[config.mk]
export PLATFORM = sky130hd
export DESIGN_NAME = reshaper_wbuf
export DESIGN_NICKNAME = d
export VERILOG_FILES = /design/src/rtl/reshaper_pkg.sv /design/src/rtl/reshaper_wbuf_fifo.sv /design/src/rtl/reshaper_wbuf.sv
export SDC_FILE = /design/constraint.sdc
export NUM_CORES = 2
export LEC_CHECK = 0
export CAP_MARGIN = 20
export CORE_MARGIN = 5
export CORE_UTILIZATION = 40
export DETAILED_ROUTE_END_ITERATION = 7
export PLACE_DENSITY_LB_ADDON = 0.08
export SYNTH_ARGS = -nofsm -noshare
export SYNTH_HDL_FRONTEND = slang
export SYNTH_HIERARCHICAL = 1
export SYNTH_MEMORY_MAX_BITS = 65536
export SYNTH_SLANG_ARGS = --single-unit
[constraint.sdc]
create_clock -name clk -period 38.5 [get_ports clk]
set_input_delay 3.85 -clock clk [delete_from_list [all_inputs] [get_ports clk]]
set_output_delay 3.85 -clock clk [all_outputs]
set_load 0.02 [all_outputs]
[src/rtl/reshaper_pkg.sv]
// Shared types and defaults for the reshaper write-back buffer.
//   WBUF_AW / WBUF_DW : address / data widths of a buffered write
//   WBUF_DEPTH        : default FIFO depth
//   wbuf_entry_t      : one buffered write {addr, data}
package reshaper_pkg;

  localparam int unsigned WBUF_AW    = 16;
  localparam int unsigned WBUF_DW    = 512;
  localparam int unsigned WBUF_DEPTH = 8;

  typedef struct packed {
    logic [WBUF_AW-1:0] addr;
    logic [WBUF_DW-1:0] data;
  } wbuf_entry_t;

endpackage

[src/rtl/reshaper_wbuf_fifo.sv]
// Synchronous FIFO of wbuf_entry_t with an in-place tail-data overwrite port.
//   clk          : clock, rising edge
//   clr_i        : synchronous clear of pointers and count (contents kept)
//   push_i       : write push_entry_i at the tail
//   pop_i        : advance the head (caller guarantees not empty)
//   ovr_i        : overwrite data of the current tail entry with ovr_data_i
//   full_o       : count == DEPTH
//   empty_o      : count == 0
//   count_o      : occupancy, $clog2(DEPTH)+1 bits
//   head_o       : head entry, read straight from the storage registers
//   tail_addr_o  : address of the newest entry (RESHAPER_WBUF_MERGE_EN only)
// DEPTH must be a power of two, at least 2, so pointers wrap naturally.
module reshaper_wbuf_fifo
  import reshaper_pkg::*;
#(
  parameter  int unsigned DEPTH = WBUF_DEPTH,
  localparam int unsigned PW    = $clog2(DEPTH),
  localparam int unsigned CW    = PW + 1
) (
  input  logic               clk,
  input  logic               clr_i,
  input  logic               push_i,
  input  wbuf_entry_t        push_entry_i,
  input  logic               pop_i,
  input  logic               ovr_i,
  input  logic [WBUF_DW-1:0] ovr_data_i,
  output logic               full_o,
  output logic               empty_o,
  output logic [CW-1:0]      count_o,
  output wbuf_entry_t        head_o
`ifdef RESHAPER_WBUF_MERGE_EN
  ,
  output logic [WBUF_AW-1:0] tail_addr_o
`endif
);

  wbuf_entry_t       mem_q [DEPTH];
  logic [PW-1:0]     wr_ptr_q, wr_ptr_d;
  logic [PW-1:0]     rd_ptr_q, rd_ptr_d;
  logic [CW-1:0]     count_q, count_d;
  logic [PW-1:0]     tail_ptr;

  assign tail_ptr = wr_ptr_q - PW'(1);

  // Pointer and occupancy next-state; push and pop together leave count unchanged.
  always_comb begin
    wr_ptr_d = wr_ptr_q;
    rd_ptr_d = rd_ptr_q;
    count_d  = count_q;
    if (clr_i) begin
      wr_ptr_d = '0;
      rd_ptr_d = '0;
      count_d  = '0;
    end else begin
      if (push_i) wr_ptr_d = wr_ptr_q + PW'(1);
      if (pop_i)  rd_ptr_d = rd_ptr_q + PW'(1);
      case ({push_i, pop_i})
        2'b10:   count_d = count_q + CW'(1);
        2'b01:   count_d = count_q - CW'(1);
        default: count_d = count_q;
      endcase
    end
  end

  always_ff @(posedge clk) begin
    wr_ptr_q <= wr_ptr_d;
    rd_ptr_q <= rd_ptr_d;
    count_q  <= count_d;
  end

  // Storage is not cleared; the top masks the head while empty.
  always_ff @(posedge clk) begin
    if (push_i) mem_q[wr_ptr_q] <= push_entry_i;
    if (ovr_i)  mem_q[tail_ptr].data <= ovr_data_i;
  end

  assign full_o  = (count_q == CW'(DEPTH));
  assign empty_o = (count_q == '0);
  assign count_o = count_q;
  assign head_o  = mem_q[rd_ptr_q];

`ifdef RESHAPER_WBUF_MERGE_EN
  assign tail_addr_o = mem_q[tail_ptr].addr;
`endif

endmodule

[src/rtl/reshaper_wbuf.sv]
// Write-back buffer behind the reshaper: absorbs the unthrottled write stream
// into a FIFO and drains it to memory under valid/ready.
//   clk, reset           : clock and synchronous active-high reset
//   init_pulse           : job start, clears everything like reset
//   waddr/wdata/wdata_vld: reshaper write stream (no backpressure)
//   finish               : reshaper end-of-job pulse
//   mem_waddr/mem_wdata  : head entry (0 while empty)
//   mem_wvld / mem_wrdy  : memory handshake, pop on both high
//   done                 : finish seen and all writes accepted; held
//   overflow             : sticky, a write was dropped on a full FIFO
//   wr_count             : memory writes accepted this job, wraps
// Optional feature: define RESHAPER_WBUF_MERGE_EN to merge a write whose
// address matches the tail entry into that entry instead of allocating.
// AW and DW must equal the reshaper_pkg entry widths.
module reshaper_wbuf
  import reshaper_pkg::*;
#(
  parameter int unsigned AW    = WBUF_AW,
  parameter int unsigned DW    = WBUF_DW,
  parameter int unsigned DEPTH = WBUF_DEPTH
) (
  input  logic          clk,
  input  logic          reset,
  input  logic          init_pulse,
  input  logic [AW-1:0] waddr,
  input  logic [DW-1:0] wdata,
  input  logic          wdata_vld,
  input  logic          finish,
  output logic [AW-1:0] mem_waddr,
  output logic [DW-1:0] mem_wdata,
  output logic          mem_wvld,
  input  logic          mem_wrdy,
  output logic          done,
  output logic          overflow,
  output logic [AW-1:0] wr_count
);

  localparam int unsigned CW = $clog2(DEPTH) + 1;

  logic          clr_c;
  logic          pop_c;
  logic          push_c;
  logic          drop_c;
  logic          merge_c;
  logic          fifo_full;
  logic          fifo_empty;
  logic [CW-1:0] fifo_count;
  wbuf_entry_t   push_entry;
  wbuf_entry_t   head;

  // finish_seen/done walk IDLE -> FLUSH -> DONE.
  logic          finish_seen_q, finish_seen_d;
  logic          done_q, done_d;
  logic          overflow_q, overflow_d;
  logic [AW-1:0] wr_count_q, wr_count_d;

  assign clr_c = reset | init_pulse;
  assign pop_c = mem_wvld & mem_wrdy;

`ifdef RESHAPER_WBUF_MERGE_EN
  logic [WBUF_AW-1:0] tail_addr;
  // Merge only into a tail that stays resident this cycle.
  assign merge_c = wdata_vld & ~fifo_empty & (tail_addr == waddr)
                 & ~(pop_c & (fifo_count == CW'(1)));
`else
  assign merge_c = 1'b0;
`endif

  // A full FIFO still accepts a write when the head leaves in the same cycle.
  assign push_c = wdata_vld & ~merge_c & (~fifo_full | pop_c);
  assign drop_c = wdata_vld & ~merge_c & fifo_full & ~pop_c;

  assign push_entry.addr = waddr;
  assign push_entry.data = wdata;

  reshaper_wbuf_fifo #(
    .DEPTH (DEPTH)
  ) u_fifo (
    .clk          (clk),
    .clr_i        (clr_c),
    .push_i       (push_c),
    .push_entry_i (push_entry),
    .pop_i        (pop_c),
    .ovr_i        (merge_c),
    .ovr_data_i   (wdata),
    .full_o       (fifo_full),
    .empty_o      (fifo_empty),
    .count_o      (fifo_count),
    .head_o       (head)
`ifdef RESHAPER_WBUF_MERGE_EN
    ,
    .tail_addr_o  (tail_addr)
`endif
  );

  // Job flags and counters.
  always_comb begin
    finish_seen_d = finish_seen_q;
    done_d        = done_q;
    overflow_d    = overflow_q;
    wr_count_d    = wr_count_q;
    if (clr_c) begin
      finish_seen_d = 1'b0;
      done_d        = 1'b0;
      overflow_d    = 1'b0;
      wr_count_d    = '0;
    end else begin
      if (finish) finish_seen_d = 1'b1;
      if (finish_seen_q && (fifo_count == '0) && !wdata_vld) done_d = 1'b1;
      if (drop_c) overflow_d = 1'b1;
      if (pop_c)  wr_count_d = wr_count_q + AW'(1);
    end
  end

  always_ff @(posedge clk) begin
    finish_seen_q <= finish_seen_d;
    done_q        <= done_d;
    overflow_q    <= overflow_d;
    wr_count_q    <= wr_count_d;
  end

  assign mem_wvld  = ~fifo_empty;
  assign mem_waddr = fifo_empty ? '0 : head.addr;
  assign mem_wdata = fifo_empty ? '0 : head.data;
  assign done      = done_q;
  assign overflow  = overflow_q;
  assign wr_count  = wr_count_q;

endmodule
==> results.sh <==
export IMPL_clock_sinks=4256
export IMPL_finalCritPeriodShare=0.280
export IMPL_power_density_nw_per_um2=46.2
export IMPL_end_kind="output pin"
export IMPL_critPathKind="register to output pin"
export IMPL_skew_ps=66.7
export IMPL_syn_avg_cell_area_um2=16.0
export IMPL_port_buffers=1080
export IMPL_p_leak_nw=77.8
export IMPL_start_util=0.401
export IMPL_fin_setup_tns_ps=0
export IMPL_ys_ff_latch=4256
export IMPL_overflow=0
export IMPL_dp_cells=18800
export IMPL_drive_gt1_frac=0.192
export IMPL_dp_hpwl_um=347000
export IMPL_cts_tree="built"
export IMPL_ctsHoldBuffers=0
export IMPL_clkLatencyLatePin_ps=1080
export IMPL_core_rowCount=264
export IMPL_met2WireLength_um=348000
export IMPL_cts_resized_gates=0
export IMPL_fillCellCount=44500
export IMPL_worstMarginPinSlew_ps=98510
export IMPL_area_growth_pct=13.2
export IMPL_route_detailed_wl_per_inst_um=36.8
export IMPL_yosysWarnings=6
export IMPL_gp_congestion=0.765
export IMPL_fmax_ghz=0.0928
export IMPL_synth_edf_count=4224
export IMPL_outcome="finished with violations"
export IMPL_vdd_drop_max_v=0.0000681
export IMPL_cts_buffer_depth=4
export IMPL_drt_iter0_drc=12800
export IMPL_yosysSeqAreaShare=0.616
export IMPL_grt_usage=0.267
export IMPL_cp_data_required_time_ps=34650
export IMPL_top_layer="met5"
export IMPL_rsz0062_at_grt="no"
export IMPL_drc=0
export IMPL_die_width_um=730
export IMPL_postSynth_asyncResetShare=0
export IMPL_die_y_um=730
export IMPL_die_area_um2=532000
export IMPL_dr_pass1_iters=6
export IMPL_switchingPower_mw=2.59
export IMPL_final_setup_worst_slack_ps=27730
export IMPL_htreeDepth=5
export IMPL_synth_cell_types=48
export IMPL_netlist_area_um2=207000
export IMPL_dpl_cell_area_um2=219000
export IMPL_routed_wl_um=730000
export IMPL_violations="slew limit"
export IMPL_final_nets=13000
export IMPL_hold_viol=0
export IMPL_setup_viol=0
export IMPL_maxCapViolCount=0
export IMPL_vias=125000
export IMPL_dp_slack_ps=28370
export IMPL_seqPwrFrac=0.487
export IMPL_final_cells=19900
export IMPL_grt_pass1_vias=129000
export IMPL_antenna_found_initial=260
export IMPL_combPwrFrac=0.106
export IMPL_fin_area_um2=234000
export IMPL_ant_nets=0
export IMPL_netlist_instances=12900
export IMPL_p_sw_frac=0.240
export IMPL_cts_setup_buffers=0
export IMPL_min_period_ps=10770
export IMPL_arrival_ps=6920
export IMPL_via_per_inst=6.31
export IMPL_hold_path_class="register to register"
export IMPL_pwr_share_clk=0.407
export IMPL_met1_length_um=299000
export IMPL_clock_tree_root_cell="clkbuf_16"
export IMPL_io_pin_count=1081
export IMPL_cts_clk_slew_worst_paths_ps=60
export IMPL_crit_fanout=62
export IMPL_core_area_um2=517000
export IMPL_p_total_mw=10.8
export IMPL_p_int_mw=8.23
export IMPL_slew_violations=4110
export IMPL_cts_inserted_buffers=480
export IMPL_grt_pass1_wl_um=1020000
export IMPL_start_kind="register"
export IMPL_relSlewSlack=-65.2
export IMPL_r2r_slack_ps=32140
export IMPL_met3_length_um=58200
export IMPL_synthFlopType="edfxtp_1"
export IMPL_grt_max_degree=514
-- state kept, by name, summed over array words and instances, names as in the netlist, named ones only --
signal           flops
finish_seen_q        1
u_fifo/wr_ptr_q      3
overflow             1
wr_count            16
done                 1
u_fifo/count_o       4
u_fifo/rd_ptr_q      3
u_fifo/mem_q      4224
-- metal layers --
metal,GRT usage,up-vias
met5,0,-
met4,0.0911,134
met3,0.0561,1250
li1,-,52500
met1,0.358,66100
met2,0.434,5476
-- per-stage QoR --
stage | hold slack (ps) | utilization
after detailed placement | 480 | 0.424
after CTS | 483 | 0.453
final | 480 | 0.454
after global routing | 511 | 0.453
after global placement | 464 | 0.424
after floorplan | 438 | -
-- cell usage in the layout (no fill, tap or decap), drive strengths merged, types with 18 or more instances in the layout --
cell type,count
clkdlybuf4s50,1080
clkinv,235
nor2,35
mux2,529
buf,228
inv,18
mux4,1056
clkbuf,608
bufinv,23
nor2b,532
a22o,4096
dfxtp,32
edfxtp,4224
diode,123
-- final timing paths --
check | end | startpoint | cells after the start
worst min register to register | wr_count[15] | wr_count[15] | 2
worst max register to register | u_fifo/mem_q[4][402] | u_fifo/count_o[2] | 13
worst max-delay path | mem_wdata[398] | register | 8
worst min-delay path | wr_count[15] | wr_count[15] | 2
-- critical path: stages, from the launching register on --
cell             delay (ps)
dfxtp_4                 740
buf_4                   890
buf_4                   730
buf_4                   620
buf_4                   930
mux4_2                  380
mux2_2                  150
nor2b_1                 520
clkdlybuf4s50_1         730
-- power groups by stage --
stage	clock network, mW	registers (mW)	logic (mW)
after CTS	4.49	5.27	0.983
after global routing	4.68	5.28	1.19
after detailed placement	0	5.37	0.980
after global placement	0	5.36	0.973
final	4.41	5.27	1.15
after floorplan	0	5.41	0.590
-- Yosys cell counts, types with 2 or more instances --
master | number | share of area
o22ai_1 | 2 | 0.000060
buf_6 | 7 | 0.00038
nor3_1 | 8 | 0.00019
dfxtp_1 | 32 | 0.0031
nor2_2 | 6 | 0.00018
ha_1 | 7 | 0.00042
nor2_4 | 2 | 0.00011
or2_2 | 7 | 0.00021
xor2_1 | 13 | 0.00055
a22o_1 | 4096 | 0.17
nand4_1 | 3 | 0.000091
mux4_2 | 1056 | 0.11
xnor2_1 | 5 | 0.00021
buf_4 | 132 | 0.0048
or4_1 | 2 | 0.000072
clkbuf_1 | 551 | 0.010
nor2b_1 | 532 | 0.016
or3_1 | 5 | 0.00015
buf_1 | 1141 | 0.021
a31oi_1 | 3 | 0.000091
buf_2 | 455 | 0.011
inv_1 | 8 | 0.00015
o21ai_0 | 3 | 0.000072
nand2_1 | 16 | 0.00029
nor2_1 | 27 | 0.00049
edfxtp_1 | 4224 | 0.61
and3_1 | 2 | 0.000060
nor4_1 | 2 | 0.000060
mux2_2 | 529 | 0.029
a21oi_1 | 8 | 0.00019
mux2i_1 | 4 | 0.00019
nand3_1 | 5 | 0.00012
nand2b_1 | 2 | 0.000060
-- final cells by class --
cell class                      instances  area, um2  area share
Sequential cell                      4256     127000       0.544
Inverter                                9       33.8    0.000144
Timing Repair Buffer                 1308      13100      0.0558
Multi-Input combinational cell       6360      70000       0.298
Clock buffer                          608      12500      0.0533
Clock inverter                        276       2410      0.0103
Tap cell                             6916       8650      0.0369
Antenna cell                          123        308     0.00131
-- kinds of logic (layout without fill, tap and decap cells) --
logic type / count (synthesis) / after routing / synth area share
flops: 4256 / 4256 / 0.616
compound gates: 4115 / 4115 / 0.174
buf+inv: 2296 / 2201 / 0.0470
mux: 1589 / 1589 / 0.144
simple gates: 627 / 627 / 0.0185
xor+xnor: 19 / 19 / 0.000840
fa+ha+maj: 7 / 7 / 0.000423
other cells: 1 / 126 / 0.0000181
Power figures use the tool's default switching activity.
